===== config.mk =====
export PLATFORM = sky130hd
export DESIGN_NAME = store_data_packer
export DESIGN_NICKNAME = d
export VERILOG_FILES = /design/src/rtl/store_data_packer.sv
export SDC_FILE = /design/constraint.sdc
export NUM_CORES = 1
export LEC_CHECK = 0
export CORE_ASPECT_RATIO = 1.2
export CORE_UTILIZATION = 49
export DETAILED_ROUTE_END_ITERATION = 16
export PLACE_DENSITY = 0.88
export SLEW_MARGIN = 20
export SYNTH_ARGS = -nofsm -noshare
export SYNTH_HDL_FRONTEND = slang
export SYNTH_SLANG_ARGS = --single-unit

===== constraint.sdc =====
create_clock -name clk -period 2.8 [get_ports clk]
set_input_delay 0.56 -clock clk [delete_from_list [all_inputs] [get_ports clk]]
set_output_delay 0.56 -clock clk [all_outputs]
set_load 0.01 [all_outputs]

===== src/rtl/store_data_packer.sv =====
// store_data_packer: narrows register values onto byte lanes, splitting misaligned stores into two word accesses
module store_data_packer (
    input  logic        clk,
    input  logic        rst_n,
    input  logic        st_valid,
    output logic        st_ready,
    input  logic [31:0] st_addr,
    input  logic [31:0] st_data,
    input  logic [1:0]  st_size,
    output logic        mem_req,
    output logic [31:0] mem_addr,
    output logic [31:0] mem_wdata,
    output logic [3:0]  mem_be,
    input  logic        mem_ack,
    output logic        st_done,
    output logic        st_err,
    output logic        st_ovf
);
    typedef enum logic [1:0] {IDLE, REQ1, REQ2} state_t;
    state_t state, state_nx;
    logic [31:0] a_q, d_q;
    logic [1:0]  sz_q;
    logic        accept, split, fin, ovf;
    logic [1:0]  o;
    logic [4:0]  sh;
    logic [3:0]  m;
    logic [31:0] v;
    assign accept = st_valid && st_ready;
    assign o      = a_q[1:0];
    assign sh     = {o, 3'b000};
    assign split  = (sz_q == 2'd1 && o == 2'd3) || (sz_q == 2'd2 && o != 2'd0);
    assign fin    = mem_ack && (state == REQ2 || (state == REQ1 && !split));
    assign m      = sz_q == 2'd0 ? 4'b0001 : sz_q == 2'd1 ? 4'b0011 : 4'b1111;
    assign v      = sz_q == 2'd0 ? {24'd0, d_q[7:0]} : sz_q == 2'd1 ? {16'd0, d_q[15:0]} : d_q;
    assign ovf    = sz_q == 2'd0 ? !(&d_q[31:7] || ~|d_q[31:7]) :
                    sz_q == 2'd1 ? !(&d_q[31:15] || ~|d_q[31:15]) : 1'b0;
    // State register; reset abandons any store in flight
    always_ff @(posedge clk or negedge rst_n)
        if (!rst_n) state <= IDLE;
        else        state <= state_nx;
    // Next-state: illegal sizes are accepted but never leave IDLE
    always_comb begin
        state_nx = state;
        case (state)
            IDLE:    state_nx = (accept && st_size != 2'd3) ? REQ1 : IDLE;
            REQ1:    state_nx = mem_ack ? (split ? REQ2 : IDLE) : REQ1;
            default: state_nx = mem_ack ? IDLE : REQ2;
        endcase
    end
    // Outputs decoded from state and the latched request; idle drives zeros
    always_comb begin
        st_ready  = state == IDLE;
        mem_req   = state != IDLE;
        mem_addr  = 32'd0;
        mem_wdata = 32'd0;
        mem_be    = 4'd0;
        if (state == REQ1) begin
            mem_addr  = {a_q[31:2], 2'b00};
            mem_be    = m << o;
            mem_wdata = sz_q == 2'd0 ? {4{d_q[7:0]}} : v << sh;
        end else if (state == REQ2) begin
            mem_addr  = {a_q[31:2] + 30'd1, 2'b00};
            mem_be    = m >> (3'd4 - {1'b0, o});
            mem_wdata = v >> (6'd32 - {1'b0, sh});
        end
    end
    // Capture the request at the accept edge
    always_ff @(posedge clk or negedge rst_n)
        if (!rst_n) begin
            a_q  <= 32'd0;
            d_q  <= 32'd0;
            sz_q <= 2'd0;
        end else if (accept) begin
            a_q  <= st_addr;
            d_q  <= st_data;
            sz_q <= st_size;
        end
    // Completion pulses: after the final ack, or one cycle after an illegal-size accept
    always_ff @(posedge clk or negedge rst_n)
        if (!rst_n) begin
            st_done <= 1'b0;
            st_err  <= 1'b0;
            st_ovf  <= 1'b0;
        end else begin
            st_done <= fin || (accept && st_size == 2'd3);
            st_err  <= accept && st_size == 2'd3;
            st_ovf  <= fin && ovf;
        end
endmodule


# After elaboration in Yosys (flattened, before gate mapping)
# Cells that the tools add are included.
# Widths: inputs -> output; s select.
dict set report word_totals {
  wordCells 65
  latch_bits 0
  in_bits 70
  mem_bits_rw 0
  output_inout_bits 73
  mem_bits_ro 0
  ff_bits 71
  mem_count 0
}
dict set report op_classes {
  magnitude_cmp 0
  eq_ne 7
  n_shift 4
  muxes 18
  multipliers 0
  bitwise_logic 0
  reduce_logical 26
  div 0
  addsub 3
}
# cell n
set op_table {}
lappend op_table {{$mux 32} 7}
lappend op_table {{$shl 32x5->32} 1}
lappend op_table {{$shr 32x6->32} 1}
lappend op_table {{$add 30x1->30 const B} 1}
lappend op_table {{$reduce_and 25->1} 1}
lappend op_table {{$reduce_or 25->1} 1}
lappend op_table {{$reduce_and 17->1} 1}
lappend op_table {{$reduce_or 17->1} 1}
lappend op_table {{$mux 4} 4}
lappend op_table {{$eq 2x2->1 const B} 4}
lappend op_table {{$logic_and 1x1->1} 8}
lappend op_table {{$mux 2} 3}
lappend op_table {{$sub 6x5->6 const A} 1}
lappend op_table {{$logic_not 1->1} 5}
lappend op_table {{$logic_or 1x1->1} 5}
lappend op_table {{$eq 2x1->1 const B} 2}
lappend op_table {{$logic_not 2->1} 2}
lappend op_table {{$pmux 2 s2} 1}
lappend op_table {{$reduce_bool 2->1} 2}
lappend op_table {{$shl 4x2->4} 1}
lappend op_table {{$shr 4x3->4} 1}
lappend op_table {{$mux 1} 3}
lappend op_table {{$sub 3x2->3 const A} 1}
lappend op_table {{$ne 2x2->1 const B} 1}

# Logic depth before layout (Yosys ltp)
# Gate-level depths: netlist of run 1.
dict set report logic_depth {
  word_depth 8
  mapped_depth 8
  mapped_depth_nobuf 7
}

# Worst setup path before layout of run 1
# No wires, ideal clock.
dict set report synth_timing {
  path_type {reg-to-output}
  startpoint {register a_q[1]}
  endpoint {output mem_wdata[31]}
  t_required_ps 2240
  arrival_time_ps 2054
  path_buffers 2
  slack_ps 186
  path_stages_with_launch 9
  path_cell_list {dfrtp_1 > inv_1 > clkbuf_1 > ha_1 > nand2b_1 > buf_2 > nor4b_2 > a21oi_1 > a31oi_1}
}
dict set report synth_via {
  elab_chain_len 4
  word_cells_on_any_way 6
  classes_between {1 x add/sub; 2 x shift; 3 x mux}
}
# item line_no
set synth_lines {}
lappend synth_lines {{start, declared} 21} ;# logic [31:0] a_q, d_q;
lappend synth_lines {{start signal, assigned} 74} ;# a_q <= st_addr;
lappend synth_lines {{$sub 6x5->6} 64} ;# mem_wdata = v >> (6'd32 - {1'b0, sh});
lappend synth_lines {{$shr 32x6->32} 64}
lappend synth_lines {{$mux 32} 61} ;# end else if (state == REQ2) begin
lappend synth_lines {{$mux 32 (*)} 57} ;# if (state == REQ1) begin
lappend synth_lines {{end, declared} 12} ;# output logic [31:0] mem_wdata,
# Every way passes the cells marked *; elsewhere a longest branch is shown, timed or not.

# Worst setup path after layout of run 1
dict set report layout_timing {
  startpoint {register a_q[3]}
  endpoint {output mem_addr[19]}
}
dict set report layout_via {
  elab_chain_len 3
}
# item line_no
set layout_lines {}
lappend layout_lines {{$add 30x1->30} 62} ;# mem_addr = {a_q[31:2] + 30'd1, 2'b00};
lappend layout_lines {{$mux 32} 61}
lappend layout_lines {{$mux 32} 57}
lappend layout_lines {{end, declared} 11} ;# output logic [31:0] mem_addr,
# No other way between the ends.

==> results.ini, run 1 <==
[sta]
setup_ws_ns=-0.192
period_minus_slack_ns=2.99
finalClockSkew_ns=0.00632
rsz0062_at_grt=yes
setup_violations=9
hold_viol=0
min_period_over_period_pct=107
slew_violations=0
max_freq_ghz=0.334

[synth]
ys_top_cells_by_count=o21ai_0, nand2_1, dfrtp_1, mux2_2, clkbuf_1
ys_seq_area_share_pct=34.1
avgSynthCellArea_um2=8.15
synth_top_area_cell=dfrtp_1
synth_cell_types=51
ys.flop_type=dfrtp_1
synthCells=640
netlist.area_leader.share_pct=34.1
synth-seq-cells=71
synth_area_leaders=dfrtp_1, mux2_2, o21ai_0
synth_edf_count=0
async_flop_share_pct=100
syn-cell-area_um2=5220
synth.most_common_cell=o21ai_0
yosysWarnings=0

[global_routing]
grt_overflow_total=0
grt.total_usage_pct=36.2
grt_pass1_wl_um=30300
grt_pass1_vias=5991
antenna_found_initial=0
grt_max_degree=89

[layout]
nNetsFinal=880
fin_cells=937
diodes=0
stdcell_area_um2=7530
drive_above_1_share_pct=22.7
areaGrowthSynthToFinish_pct=44.4
utilization_pct=74.1

[hold_path]
hold_path_class=primary input to async pin

[pwr]
leakagePower_nw=3.36
powerDensity_nw_per_um2=1260
ir_drop_v=0.000949

[critical_path]
cp_slowest_stage_delay_ns=0.38
critPathMaxFanout=5
ff2ff_path_depth=5
crit_chain=buf_6 > nand4_1 > nor4_4 > buf_4 > buf_4 > nand3_4 > o211a_1 > a211o_1 > clkbuf_2
critPathCapture=mem_addr[19]
r2r-end=d_q[22]
crit_slowest_cell=dfrtp_1
crit_arrival_ns=2.43
cp_num_buf_inv=4
path_delay_family=simple AND/OR/NAND/NOR gates
ff2ff_setup_slack_ns=0.93
end_kind=primary output
reg2reg_from=state[0]
critPathLaunchType=register
worst_ep_required_time_ns=2.24
timing.critical_path.from=a_q[3]
cp.depth=9
crit_type=register to primary output
crit_top_cell=buf_4

[cts]
cts_buffer_depth=2
cts_tree=done
clkTransAtPathRegs_ns=0.06
hold_buffers=0
cts_sinks=71
htree_levels=3
cts-root-buf=clkbuf_16
insertion_delay_ns=0.34
cts_made_buffers=9

[drt]
routed_via_density=6.55
wl_per_cell_um=21.6
wirelength_um=20300
drc_errors=0
drtAntennaViolNets=0
first_pass_iters=7
vias=6133
first_iter_violations=671

[job]
maxCapViolCount=0

[floorplan]
die_h_um=115
die_area_um2=11100
rows=40
dieWidth_um=96.2
ios=143
initial_core_util_pct=51.3
coreArea_um2=10200

[outcome]
run_status=finished, violations left
violations=setup timing

[placement]
dpl.cell_count=907
dpl.hpwl_um=13700
pre_cts_ws_ns=-0.0103
io_buffers=140
place.gp.congestion=0.931
place_area_um2=6990

==> cells in the final DEF (no fill, tap or decap), types with 4 or more instances in the layout <==
cell type,n
nor2b_1,17
nand4_1,17
a21oi_1,20
inv_1,23
dfrtp_2,5
dfrtp_1,66
o21ai_1,14
o31ai_1,7
xor2_1,6
a31oi_1,15
dlymetal6s2s_1,13
nor2_1,27
clkbuf_1,4
a22o_1,4
o21ai_0,83
and3_1,4
dlygate4sd2_1,33
o22ai_1,4
mux2i_1,8
clkbuf_2,9
clkbuf_16,9
buf_2,5
nand2b_1,5
nand2_1,95
a22oi_1,30
mux2_2,57
buf_6,8
buf_4,51
buf_12,4
clkdlybuf4s50_1,77
nor4_1,6
nand3_1,11
o2bb2ai_1,5
a222oi_1,7
==> final cells by class <==
class | count | area, um2
clock buffers | 14 | 254
clock inverters | 1 | 5.00
fillers | 754 | 2630
inverters | 24 | 90.1
multi-input cells | 496 | 3320
flip-flops and latches | 71 | 1780
well taps | 126 | 158
repair buffers | 205 | 1920
==> per-layer routing <==
metal,global-route usage (%),wire [um]
met2,62.5,10200
met5,0,0
met1,40.8,7080
met4,20.5,1030
met3,7.80,1980
==> power by group <==
group	internal (mW)	switching, mW
Clock	0.619	0.433
Combinational	2.74	3.23
Sequential	1.54	0.911
Total	4.90	4.57
==> state kept, by name, summed over array words and instances (netlist names) <==
register,cells
sz_q,2
st_err,1
state,2
d_q,32
a_q,32
st_done,1
st_ovf,1
==> through the flow <==
stage | total power [mW] | setup TNS, ns | hold slack, ns
finish | 9.48 | -0.659 | 0.114
CTS | 9.15 | -0.918 | 0.107
global placement | 7.89 | 0 | 0.464
floorplan | 5.40 | 0 | 0.264
detailed placement | 8.03 | -0.0103 | 0.469
global route | 9.98 | -1.33 | 0.108
==> kinds of logic after synthesis <==
logic type / after synthesis / synth area share [%]
muxes: 65 / 13.8
xor gates and xnor gates: 6 / 1.01
other: 1 / 0.0719
adders and majority gates: 3 / 0.720
buffers and inverters: 74 / 5.78
DFF: 71 / 34.1
AOI/OAI and AO/OA: 207 / 24.4
and+or+nand+nor: 213 / 20.1
==> timing repair <==
action	in CTS	in global routing
cloned	1	0
pin swaps	4	13
buffers inserted	6	8
endpoints found under the setup margin	61	37
gates resized for setup	76	82
==> how the worst min path moves through the flow <==
stage | depth (start not counted) | endpoint | slack, ns
finish | 1 | d_q[11] | 0.11
global route | 1 | d_q[11] | 0.11
CTS | 1 | d_q[11] | 0.11
detailed placement | 1 | d_q[11] | 0.47
global placement | 1 | d_q[11] | 0.46
floorplan | 0 | a_q[0] | 0.26
Power figures use the tool's default switching activity.
==> run 2, diff against run 1 <==
--- a/config.mk
+++ b/config.mk
@@ -9,6 +9,7 @@
 export CORE_UTILIZATION = 49
 export DETAILED_ROUTE_END_ITERATION = 16
 export PLACE_DENSITY = 0.88
+export SKIP_LAST_GASP = 1
 export SLEW_MARGIN = 20
 export SYNTH_ARGS = -nofsm -noshare
 export SYNTH_HDL_FRONTEND = slang
==> constraint.sdc (replaced) <==
create_clock -name clk -period 2.8 [get_ports clk]
set_input_delay 0.56 -clock clk [delete_from_list [all_inputs] [get_ports clk]]
set_output_delay 0.56 -clock clk [all_outputs]
set_load 0.02 [all_outputs]
==> results.ini, run 2 (same netlist as run 1, synthesis figures left out) <==
[critical_path]
critPathMaxFanout=6
worst_ep_required_time_ns=2.24
reg2reg_from=state[0]
crit_top_cell=buf_6
end_kind=primary output
cp_slowest_stage_delay_ns=0.41
crit_arrival_ns=2.30
critPathLaunchType=register
cp_num_buf_inv=4
crit_type=register to primary output
crit_slowest_cell=or4_1
crit_chain=buf_6 > nand4_1 > nor4_4 > buf_6 > buf_12 > nand2_4 > or4_1 > nand2_1 > buf_6
ff2ff_path_depth=5
ff2ff_setup_slack_ns=0.87
path_delay_family=simple AND/OR/NAND/NOR gates
r2r-end=a_q[2]

[outcome]
violations=setup timing
run_status=finished, violations left

[pwr]
leakagePower_nw=3.23
power_frac_comb_pct=62.7
power_frac_seq_pct=23.6
powerDensity_nw_per_um2=1340
pwr-share-clk_pct=13.7
ir_drop_v=0.000956
net-switching-power_mw=4.88
intPower_mw=5.15
sw_frac_of_total_pct=48.7

[cts]
cts_made_buffers=9
cts_sinks=71
insertion_delay_ns=0.34
cts_tree=done
clkTransAtPathRegs_ns=0.07
hold_buffers=0
cts_buffer_depth=2
cts-root-buf=clkbuf_16
htree_levels=3

[layout]
utilization_pct=73.6
stdcell_area_um2=7480
layout_commonest_cell=nand2_1
areaGrowthSynthToFinish_pct=43.4
mostFrequentLayoutCells=nand2_1, o21ai_0, clkdlybuf4s50_1
largestRegisters=a_q x32, d_q x32
drive_above_1_share_pct=24.6
nNetsFinal=882

[drt]
routed_via_density=6.39
drtAntennaViolNets=0
first_iter_violations=632
drc_errors=0
vias=6015
wirelength_um=19600
wl_per_cell_um=20.8
first_pass_iters=7

[floorplan]
die_area_um2=11100
rows=40
initial_core_util_pct=51.3
dieWidth_um=96.2
coreArea_um2=10200
ios=143
die_h_um=115

[global_routing]
grt_pass1_wl_um=29800
grt_overflow_total=0
grt_max_degree=89
grt.total_usage_pct=35.7
grt_pass1_vias=5818
antenna_found_initial=1

[sta]
setup_ws_ns=-0.0643
setup_violations=3
hold_viol=0
max_freq_ghz=0.349
finalClockSkew_ns=0.0106
period_minus_slack_ns=2.86
hold_ws_ns=0.0487
min_period_over_period_pct=102
slew_violations=0
rsz0062_at_grt=yes
tns_ns=-0.139

[placement]
pre_cts_ws_ns=-0.136
dpl.hpwl_um=13700
io_buffers=140
place_area_um2=7110
place.gp.congestion=0.937

[hold_path]
hold_path_class=primary input to async pin

[job]
maxCapViolCount=0

[run 2: cell types whose count changed in the layout (fill, tap and decap cells not counted), sizes merged, moves of 3 or more]
cell          previous run  this run
clkbuf                  23        35
dlygate4sd2             33        21
dlymetal6s2s            13         2
buf                     69        78
bufinv                   0         3
[run 2: cell type report]
type	instances	area (um2)
clock inverters	5	104
fillers	728	2680
diodes	1	2.50
multi-input cells	496	3260
well taps	126	158
clock buffers	11	253
flip-flops and latches	71	1780
repair buffers	207	1830
inverters	24	90.1
[run 2: what timing repair did]
item                                    in CTS  in global routing
gates resized for setup                     80                133
cloned                                       0                  1
endpoints found under the setup margin      62                 52
pin swaps                                    2                  6
buffers inserted                             0                  3
[run 2: worst max-delay path by stage]
stage	startpoint	end	slack (ns)	depth (start not counted)
6_report	a_q[2]	mem_addr[29]	-0.06	9
5_1_grt	a_q[3]	mem_addr[29]	-0.14	9
4_1_cts	a_q[3]	mem_addr[30]	-0.18	8
3_5_place_dp	a_q[10]	mem_addr[30]	-0.14	7
3_3_place_gp	a_q[10]	mem_addr[30]	-0.06	7
2_1_floorplan	a_q[1]	mem_wdata[31]	0.04	8
[run 2: through the flow]
stage	cells	power, mW
2_1_floorplan	641	5.80
3_3_place_gp	920	8.44
3_5_place_dp	920	8.62
4_1_cts	936	9.76
5_1_grt	941	10.6
6_report	941	10.0
[run 2: worst reg2reg max path, cell delays in order, from the launching register on]
cell and delay, ns:
dfrtp_1 0.40, buf_4 0.16, nor2_1 0.25, and2_2 0.23, buf_12 0.35, mux2_2 0.44
[run 2: power groups by stage]
stage	registers (mW)	clock network (mW)	logic (mW)
after floorplan	2.09	0	3.71
after global placement	2.26	0	6.18
after detailed placement	2.30	0	6.32
after CTS	2.31	1.39	6.07
after global routing	2.41	1.45	6.72
final	2.36	1.38	6.29
[run 2: per-layer routing]
| metal | track usage, % | vias to the layer above | part of all wire (%) |
|---|---|---|---|
| met3 | 7.87 | 116 | 8.8 |
| met2 | 62.0 | 408 | 50 |
| met5 | 0 | - | 0 |
| li1 | - | 2691 | - |
| met4 | 19.1 | 0 | 5.4 |
| met1 | 40.1 | 2800 | 36 |
==> run 3, diff against run 2 <==
--- a/config.mk
+++ b/config.mk
@@ -5,6 +5,7 @@
 export SDC_FILE = /design/constraint.sdc
 export NUM_CORES = 1
 export LEC_CHECK = 0
+export ABC_CLOCK_PERIOD_IN_PS = 2800
 export CORE_ASPECT_RATIO = 1.2
 export CORE_UTILIZATION = 49
 export DETAILED_ROUTE_END_ITERATION = 16
==> results of run 3 <==
The final DEF is identical to that of run 2; final timing and power are the same.
